[src/rtl/riscv_pkg.sv]
// Shared RV32I decode definitions: opcodes, immediate formats, ALU operation
// encoding, the ID/EX control payload and small decode helper functions.
package riscv_pkg;

    localparam int unsigned ILEN     = 32;
    localparam int unsigned REG_AW   = 5;
    localparam int unsigned ALU_OP_W = 4;

    // Major opcodes (instr[6:0])
    localparam logic [6:0] OPC_LUI    = 7'b0110111;
    localparam logic [6:0] OPC_AUIPC  = 7'b0010111;
    localparam logic [6:0] OPC_JAL    = 7'b1101111;
    localparam logic [6:0] OPC_JALR   = 7'b1100111;
    localparam logic [6:0] OPC_BRANCH = 7'b1100011;
    localparam logic [6:0] OPC_LOAD   = 7'b0000011;
    localparam logic [6:0] OPC_STORE  = 7'b0100011;
    localparam logic [6:0] OPC_OPIMM  = 7'b0010011;
    localparam logic [6:0] OPC_OP     = 7'b0110011;

    typedef enum logic [2:0] {
        IMM_I = 3'd0,
        IMM_S = 3'd1,
        IMM_B = 3'd2,
        IMM_U = 3'd3,
        IMM_J = 3'd4
    } imm_type_e;

    localparam logic [ALU_OP_W-1:0] ALU_ADD    = 4'd0;
    localparam logic [ALU_OP_W-1:0] ALU_SUB    = 4'd1;
    localparam logic [ALU_OP_W-1:0] ALU_SLL    = 4'd2;
    localparam logic [ALU_OP_W-1:0] ALU_SLT    = 4'd3;
    localparam logic [ALU_OP_W-1:0] ALU_SLTU   = 4'd4;
    localparam logic [ALU_OP_W-1:0] ALU_XOR    = 4'd5;
    localparam logic [ALU_OP_W-1:0] ALU_SRL    = 4'd6;
    localparam logic [ALU_OP_W-1:0] ALU_SRA    = 4'd7;
    localparam logic [ALU_OP_W-1:0] ALU_OR     = 4'd8;
    localparam logic [ALU_OP_W-1:0] ALU_AND    = 4'd9;
    localparam logic [ALU_OP_W-1:0] ALU_PASS_B = 4'd10;

    // Control payload carried in the ID/EX register
    typedef struct packed {
        logic [ALU_OP_W-1:0] alu_op;
        logic                alu_src;
        logic                reg_write;
        logic                mem_read;
        logic                mem_write;
        logic                branch;
        logic                jump;
        logic                illegal;
    } ctrl_t;

    // Opcode-class flag: execute uses PC instead of rs1 as operand A
    function automatic logic opc_uses_pc(input logic [6:0] opc);
        return (opc == OPC_AUIPC);
    endfunction

    // funct3 (+ instr[30]) to ALU operation; SUB only exists for register-register
    function automatic logic [ALU_OP_W-1:0] alu_op_from_f3(
        input logic [2:0] f3,
        input logic       alt,
        input logic       is_op
    );
        logic [ALU_OP_W-1:0] op;
        case (f3)
            3'b000:  op = (is_op && alt) ? ALU_SUB : ALU_ADD;
            3'b001:  op = ALU_SLL;
            3'b010:  op = ALU_SLT;
            3'b011:  op = ALU_SLTU;
            3'b100:  op = ALU_XOR;
            3'b101:  op = alt ? ALU_SRA : ALU_SRL;
            3'b110:  op = ALU_OR;
            default: op = ALU_AND;
        endcase
        return op;
    endfunction

endpackage

[src/rtl/imm_gen.sv]
// Immediate generator: extracts and sign-extends the immediate of the given
// format from an RV32I instruction word.
//   instr_i    : instruction word
//   imm_type_i : immediate format (I/S/B/U/J)
//   imm_o      : XLEN-wide sign-extended immediate (combinational)
module imm_gen
    import riscv_pkg::*;
#(
    parameter int unsigned XLEN = 32
) (
    input  logic [ILEN-1:0] instr_i,
    input  imm_type_e       imm_type_i,
    output logic [XLEN-1:0] imm_o
);

    logic [31:0] imm32;

    always_comb begin
        imm32 = '0;
        case (imm_type_i)
            IMM_I: imm32 = {{20{instr_i[31]}}, instr_i[31:20]};
            IMM_S: imm32 = {{20{instr_i[31]}}, instr_i[31:25], instr_i[11:7]};
            IMM_B: imm32 = {{19{instr_i[31]}}, instr_i[31], instr_i[7],
                            instr_i[30:25], instr_i[11:8], 1'b0};
            IMM_U: imm32 = {instr_i[31:12], 12'b0};
            IMM_J: imm32 = {{11{instr_i[31]}}, instr_i[31], instr_i[19:12],
                            instr_i[20], instr_i[30:21], 1'b0};
            default: imm32 = '0;
        endcase
    end

    assign imm_o = XLEN'($signed(imm32));

endmodule

[src/rtl/decode_stage.sv]
// RV32I decode stage: drives register-file read addresses, applies write-back
// bypass, decodes control/immediate and registers the result into ID/EX with
// a valid/ready handshake, load-use bubble insertion and flush.
//   clk, reset              : clock, async active-high reset
//   if_valid/if_instr/if_pc : instruction from fetch; id_ready accepts it
//   read_reg1/2, read_data1/2 : register_file read port
//   wb_reg_write/wb_rd/wb_data : write-back for bypass
//   flush                   : kill ID and ID/EX contents
//   ex_ready, ex_*          : ID/EX register towards execute
module decode_stage
    import riscv_pkg::*;
#(
    parameter int unsigned    XLEN     = 32,
    parameter logic [XLEN-1:0] RESET_PC = '0
) (
    input  logic                clk,
    input  logic                reset,
    input  logic                if_valid,
    input  logic [ILEN-1:0]     if_instr,
    input  logic [XLEN-1:0]     if_pc,
    output logic                id_ready,
    output logic [REG_AW-1:0]   read_reg1,
    output logic [REG_AW-1:0]   read_reg2,
    input  logic [XLEN-1:0]     read_data1,
    input  logic [XLEN-1:0]     read_data2,
    input  logic                wb_reg_write,
    input  logic [REG_AW-1:0]   wb_rd,
    input  logic [XLEN-1:0]     wb_data,
    input  logic                flush,
    input  logic                ex_ready,
    output logic                ex_valid,
    output logic [XLEN-1:0]     ex_pc,
    output logic [XLEN-1:0]     ex_rs1_data,
    output logic [XLEN-1:0]     ex_rs2_data,
    output logic [XLEN-1:0]     ex_imm,
    output logic [REG_AW-1:0]   ex_rd,
    output logic [ALU_OP_W-1:0] ex_alu_op,
    output logic                ex_alu_src,
    output logic                ex_reg_write,
    output logic                ex_mem_read,
    output logic                ex_mem_write,
    output logic                ex_branch,
    output logic                ex_jump,
    output logic [2:0]          ex_funct3,
    output logic                ex_illegal
);

    logic [6:0]        opcode;
    logic [REG_AW-1:0] rs1, rs2, rd;
    logic [2:0]        funct3;

    assign opcode = if_instr[6:0];
    assign rd     = if_instr[11:7];
    assign funct3 = if_instr[14:12];
    assign rs1    = if_instr[19:15];
    assign rs2    = if_instr[24:20];

    assign read_reg1 = rs1;
    assign read_reg2 = rs2;

    // Write-back bypass, per operand; x0 never bypasses
    logic [XLEN-1:0] op_a, op_b;
    assign op_a = (wb_reg_write && (wb_rd != '0) && (wb_rd == rs1)) ? wb_data : read_data1;
    assign op_b = (wb_reg_write && (wb_rd != '0) && (wb_rd == rs2)) ? wb_data : read_data2;

    // Opcode decode
    ctrl_t     dec;
    imm_type_e imm_type;
    logic      uses_rs1, uses_rs2;

    always_comb begin
        dec      = '0;
        imm_type = IMM_I;
        uses_rs1 = 1'b1;
        uses_rs2 = 1'b0;
        case (opcode)
            OPC_LUI: begin
                dec.alu_op = ALU_PASS_B; dec.alu_src = 1'b1; dec.reg_write = 1'b1;
                imm_type = IMM_U; uses_rs1 = 1'b0;
            end
            OPC_AUIPC: begin
                dec.alu_op = ALU_ADD; dec.alu_src = 1'b1; dec.reg_write = 1'b1;
                imm_type = IMM_U; uses_rs1 = 1'b0;
            end
            OPC_JAL: begin
                dec.alu_op = ALU_ADD; dec.alu_src = 1'b1; dec.reg_write = 1'b1;
                dec.jump = 1'b1; imm_type = IMM_J; uses_rs1 = 1'b0;
            end
            OPC_JALR: begin
                dec.alu_op = ALU_ADD; dec.alu_src = 1'b1; dec.reg_write = 1'b1;
                dec.jump = 1'b1; imm_type = IMM_I;
            end
            OPC_BRANCH: begin
                dec.alu_op = ALU_SUB; dec.branch = 1'b1;
                imm_type = IMM_B; uses_rs2 = 1'b1;
            end
            OPC_LOAD: begin
                dec.alu_op = ALU_ADD; dec.alu_src = 1'b1; dec.reg_write = 1'b1;
                dec.mem_read = 1'b1; imm_type = IMM_I;
            end
            OPC_STORE: begin
                dec.alu_op = ALU_ADD; dec.alu_src = 1'b1; dec.mem_write = 1'b1;
                imm_type = IMM_S; uses_rs2 = 1'b1;
            end
            OPC_OPIMM: begin
                dec.alu_op = alu_op_from_f3(funct3, if_instr[30], 1'b0);
                dec.alu_src = 1'b1; dec.reg_write = 1'b1; imm_type = IMM_I;
            end
            OPC_OP: begin
                dec.alu_op = alu_op_from_f3(funct3, if_instr[30], 1'b1);
                dec.reg_write = 1'b1; uses_rs2 = 1'b1;
            end
            default: begin
                dec.illegal = 1'b1;
            end
        endcase
        // Writes to x0 are architecturally discarded
        if (rd == '0) begin
            dec.reg_write = 1'b0;
        end
    end

    logic [XLEN-1:0] imm;

    imm_gen #(.XLEN(XLEN)) u_imm_gen (
        .instr_i    (if_instr),
        .imm_type_i (imm_type),
        .imm_o      (imm)
    );

    // ID/EX register state
    logic              valid_q,  valid_d;
    ctrl_t             ctrl_q,   ctrl_d;
    logic [XLEN-1:0]   pc_q,     pc_d;
    logic [XLEN-1:0]   rs1_q,    rs1_d;
    logic [XLEN-1:0]   rs2_q,    rs2_d;
    logic [XLEN-1:0]   imm_q,    imm_d;
    logic [REG_AW-1:0] rd_q,     rd_d;
    logic [2:0]        f3_q,     f3_d;

    // Load-use hazard against the load currently held in ID/EX
    logic hazard, advance;
    assign hazard  = if_valid && valid_q && ctrl_q.mem_read && (rd_q != '0) &&
                     ((uses_rs1 && (rd_q == rs1)) || (uses_rs2 && (rd_q == rs2)));
    assign advance = !valid_q || ex_ready;
    assign id_ready = advance && (flush || !hazard);

    // Next ID/EX contents; control is cleared whenever the slot goes invalid
    always_comb begin
        valid_d = valid_q;
        ctrl_d  = ctrl_q;
        pc_d    = pc_q;
        rs1_d   = rs1_q;
        rs2_d   = rs2_q;
        imm_d   = imm_q;
        rd_d    = rd_q;
        f3_d    = f3_q;
        if (flush || (advance && hazard)) begin
            valid_d = 1'b0;
            ctrl_d  = '0;
        end else if (advance) begin
            valid_d = if_valid;
            ctrl_d  = if_valid ? dec : '0;
            pc_d    = if_pc;
            rs1_d   = op_a;
            rs2_d   = op_b;
            imm_d   = imm;
            rd_d    = rd;
            f3_d    = funct3;
        end
    end

    always_ff @(posedge clk or posedge reset) begin
        if (reset) begin
            valid_q <= 1'b0;
            ctrl_q  <= '0;
            pc_q    <= RESET_PC;
            rs1_q   <= '0;
            rs2_q   <= '0;
            imm_q   <= '0;
            rd_q    <= '0;
            f3_q    <= '0;
        end else begin
            valid_q <= valid_d;
            ctrl_q  <= ctrl_d;
            pc_q    <= pc_d;
            rs1_q   <= rs1_d;
            rs2_q   <= rs2_d;
            imm_q   <= imm_d;
            rd_q    <= rd_d;
            f3_q    <= f3_d;
        end
    end

    assign ex_valid     = valid_q;
    assign ex_pc        = pc_q;
    assign ex_rs1_data  = rs1_q;
    assign ex_rs2_data  = rs2_q;
    assign ex_imm       = imm_q;
    assign ex_rd        = rd_q;
    assign ex_funct3    = f3_q;
    assign ex_alu_op    = ctrl_q.alu_op;
    assign ex_alu_src   = ctrl_q.alu_src;
    assign ex_reg_write = ctrl_q.reg_write;
    assign ex_mem_read  = ctrl_q.mem_read;
    assign ex_mem_write = ctrl_q.mem_write;
    assign ex_branch    = ctrl_q.branch;
    assign ex_jump      = ctrl_q.jump;
    assign ex_illegal   = ctrl_q.illegal;

endmodule

[config.mk]
export PLATFORM = sky130hd
export DESIGN_NAME = decode_stage
export DESIGN_NICKNAME = d
export VERILOG_FILES = /design/src/rtl/riscv_pkg.sv /design/src/rtl/imm_gen.sv /design/src/rtl/decode_stage.sv
export SDC_FILE = /design/constraint.sdc
export NUM_CORES = 1
export LEC_CHECK = 0
export CORE_MARGIN = 1
export CORE_UTILIZATION = 47
export CTS_BUF_LIST = sky130_fd_sc_hd__clkbuf_8
export DETAILED_ROUTE_END_ITERATION = 7
export PLACE_DENSITY = 0.85
export SETUP_SLACK_MARGIN = 0.02
export SLEW_MARGIN = 10
export SYNTH_ARGS = -nofsm -noshare
export SYNTH_HDL_FRONTEND = slang
export SYNTH_SLANG_ARGS = --single-unit
[constraint.sdc]
create_clock -name clk -period 10.1 [get_ports clk]
set_clock_uncertainty 0.15 [all_clocks]
set_input_delay 2.02 -clock clk [delete_from_list [all_inputs] [get_ports clk]]
set_output_delay 2.02 -clock clk [all_outputs]
set_load 0.01 [all_outputs]
==> flow_summary.yaml <==
critical_path:
  cp.required_ps: 7930
  critPathArrivalTime_ps: 4640
  endpoint_kind: "output pin"
  worst-path-max-fanout: 14
  worstSetupPathType: "in -> out"
  startpoint_type: "primary input"
die:
  ioPinCount: 330
  die_h_um: 128
  coreArea_um2: 15400
  fp-row-count: 45
  start_util_pct: 48.6
  fp.dieArea_um2: 16400
  dieWidth_um: 128
final_layout:
  nFillCells: 1046
  regArea_um2: 3700
  final_cell_mix: "clkdlybuf4s50_1, dfrtp_1, mux2_2, mux2_4, nand2_1"
  syn_to_final_growth_pct: 49.0
  nets: 1037
  multiInputGateArea_um2: 3390
  layout_commonest_cell: "clkdlybuf4s50_1"
  final_core_util_pct: 72.4
  drive_above_1_share_pct: 25.2
  diodes: 0
synthesis:
  avgSynthCellArea_um2: 13.4
  synth.distinct_cells: 48
  synth_simple_gate_area_share_pct: 5.35
  ys_warn_count: 0
  synth_ff_type: "dfrtp_1"
  synthMuxAreaShare_pct: 30.3
  synth_seq_cells: 148
  synth_top_family_by_area: "multiplexers"
  synth_xor_area_share_pct: 2.35
  synth_nets: 726
  yosysSeqAreaShare_pct: 49.6
  synth_cells: 555
  synth_compound_area_share_pct: 7.11
  synthAdderAreaFrac_pct: 0
  async_reset_ff_share_pct: 100
  synth_edf_count: 0
  syn-cell-area_um2: 7460
sta:
  tns_ps: 0
  slew_violations: 0
  worst_pin_slew_ps: 1080
  rsz0062_at_grt: "false"
  setup_viol: 0
  fin_crit_sh_pct: 67.4
  final-hold-violation-count: 0
  slew-limit-headroom_pct: 28.2
  min_period_ps: 6810
  max_freq_ghz: 0.147
cts:
  htree_num_levels: 4
  cts_resized: 0
  hold_buffers: 0
  cts_buffers: 17
  clkSinkCount: 148
  cts.clk_slew.worst_paths_ps: 80
  cts_buffer_depth: 2
  post-cts-setup-buffers: 0
  root_buffer: "clkbuf_8"
  cts_tree: "built"
  insertion_delay_ps: 440
status:
  status: "complete, no violations"
power_and_ir_drop:
  p_sw_share_pct: 27.7
  vdd_drop_max_v: 0.000106
  pwr-share-clk_pct: 27.6
  pwr-share-comb_pct: 28.5
  p_sw_w: 0.000450
  seq_power_share_pct: 43.9
  p_per_area_nw_per_um2: 146
  intPower_w: 0.00117
  p_leak_nw: 4.60
grt:
  grt_max_degree: 84
  grt_usage_pct: 27.0
  grt_pass1_vias: 6202
  antenna_found_initial: 0
  grt_pass1_wl_mm: 33.4
  overflow: 0
routing:
  num_vias: 5735
  wl_per_cell_um: 19.9
  drtPass1Iterations: 5
  route.detailed.drc: 0
  routed_wl_mm: 21.7
  viasPerCell: 5.27
  drtIter0Drc: 224
  drtAntennaViolNets: 0
place:
  io_buffers: 329
  gp_congestion: 0.882
  dp_hpwl_mm: 16.1
hold_path:
  hold_class: "reg -> reg"
run:
  maxCapViolations: 0
[sequential cells by signal, indices dropped and copies added, names as in the netlist, 3 cells and up]
| signal | count |
|---|---|
| ex_alu_op | 4 |
| ex_funct3 | 3 |
| ex_imm | 32 |
| ex_pc | 32 |
| ex_rd | 5 |
| ex_rs1_data | 32 |
| ex_rs2_data | 32 |
[Yosys cell counts (8+ instances only)]
cell | n | share of area, %
o21ai_0 | 17 | 1.1
mux2_4 | 49 | 9.9
mux2_2 | 126 | 19
a32o_1 | 12 | 1.6
a21oi_1 | 16 | 1.1
buf_4 | 18 | 1.8
inv_1 | 16 | 0.80
xnor2_1 | 16 | 1.9
clkbuf_1 | 8 | 0.40
dfrtp_1 | 148 | 50
nand2_1 | 31 | 1.6
mux2i_1 | 11 | 1.5
a2bb2oi_1 | 8 | 0.94
[cell families (layout without fill, tap and decap cells)]
kind of cell,count (synthesis),after routing
AND/OR/NAND/NOR,70,70
AO/OA/AOI/OAI,73,73
buffers and inverters,58,380
flip-flops,148,148
multiplexers,186,186
XOR/XNOR,20,20
[area by class of cell]
type                            count  share of cell area (%)
Sequential cell                   148                    33.3
Multi-Input combinational cell    349                    30.5
Timing Repair Buffer              334                    29.9
Tap cell                          211                    2.37
Clock buffer                       17                    2.10
Clock inverter                     13                    1.24
Inverter                           16                   0.585
[critical path: stages]
cell and delay (ps):
clkdlybuf4s50_1 630, and4b_1 230, o21a_1 310, nor3_4 640, nor2_1 140, o21a_1 190
clkdlybuf4s50_1 470
[path summary, 6_finish.rpt]
| kind | cells after the start | from | slack [ps] | end |
|---|---|---|---|---|
| setup / recovery | 7 | if_instr[4] | 3290 | id_ready |
| hold / removal | 1 | ex_alu_op[0] | 350 | ex_alu_op[0] |
| setup reg to reg | 6 | ex_rd[2] | 6990 | ex_rs1_data[3] |
| hold reg to reg | 1 | ex_alu_op[0] | 350 | ex_alu_op[0] |
| max in group asynchronous | 3 | reset | 6430 | ex_funct3[0] |
| min in group asynchronous | 2 | reset | 1870 | ex_rs1_data[21] |
[power by group through the flow]
| stage | clock, W | combinational (W) | sequential [W] |
|---|---|---|---|
| finish | 0.000447 | 0.000463 | 0.000712 |
| global route | 0.000486 | 0.000490 | 0.000720 |
| CTS | 0.000457 | 0.000467 | 0.000712 |
| detailed placement | 0 | 0.000464 | 0.000722 |
| global placement | 0 | 0.000455 | 0.000717 |
| floorplan | 0 | 0.000169 | 0.000751 |
[routing by layer]
| layer | track usage, % | vias to the layer above | part of all wire, % | wire [um] |
|---|---|---|---|---|
| met5 | 0 | - | 0 | 0 |
| met4 | 9.90 | 0 | 2.4 | 524 |
| met3 | 8.39 | 45 | 8.9 | 1920 |
| met2 | 46.4 | 308 | 50 | 10900 |
| met1 | 31.6 | 2783 | 38 | 8350 |
| li1 | - | 2599 | - | - |
[through the flow]
stage | area, um^2 | power, W | cells | hold WS (ps) | worst slack (ps)
global placement | 10800 | 0.00117 | 1058 | 330 | 3390
detailed placement | 10800 | 0.00119 | 1058 | 336 | 3320
global route | 11100 | 0.00170 | 1088 | 372 | 3170
CTS | 11100 | 0.00164 | 1088 | 351 | 3320
floorplan | 7460 | 0.000920 | 555 | 382 | 3950
finish | 11100 | 0.00162 | 1088 | 346 | 3290
No activity file was read; power rests on OpenSTA's default activity.
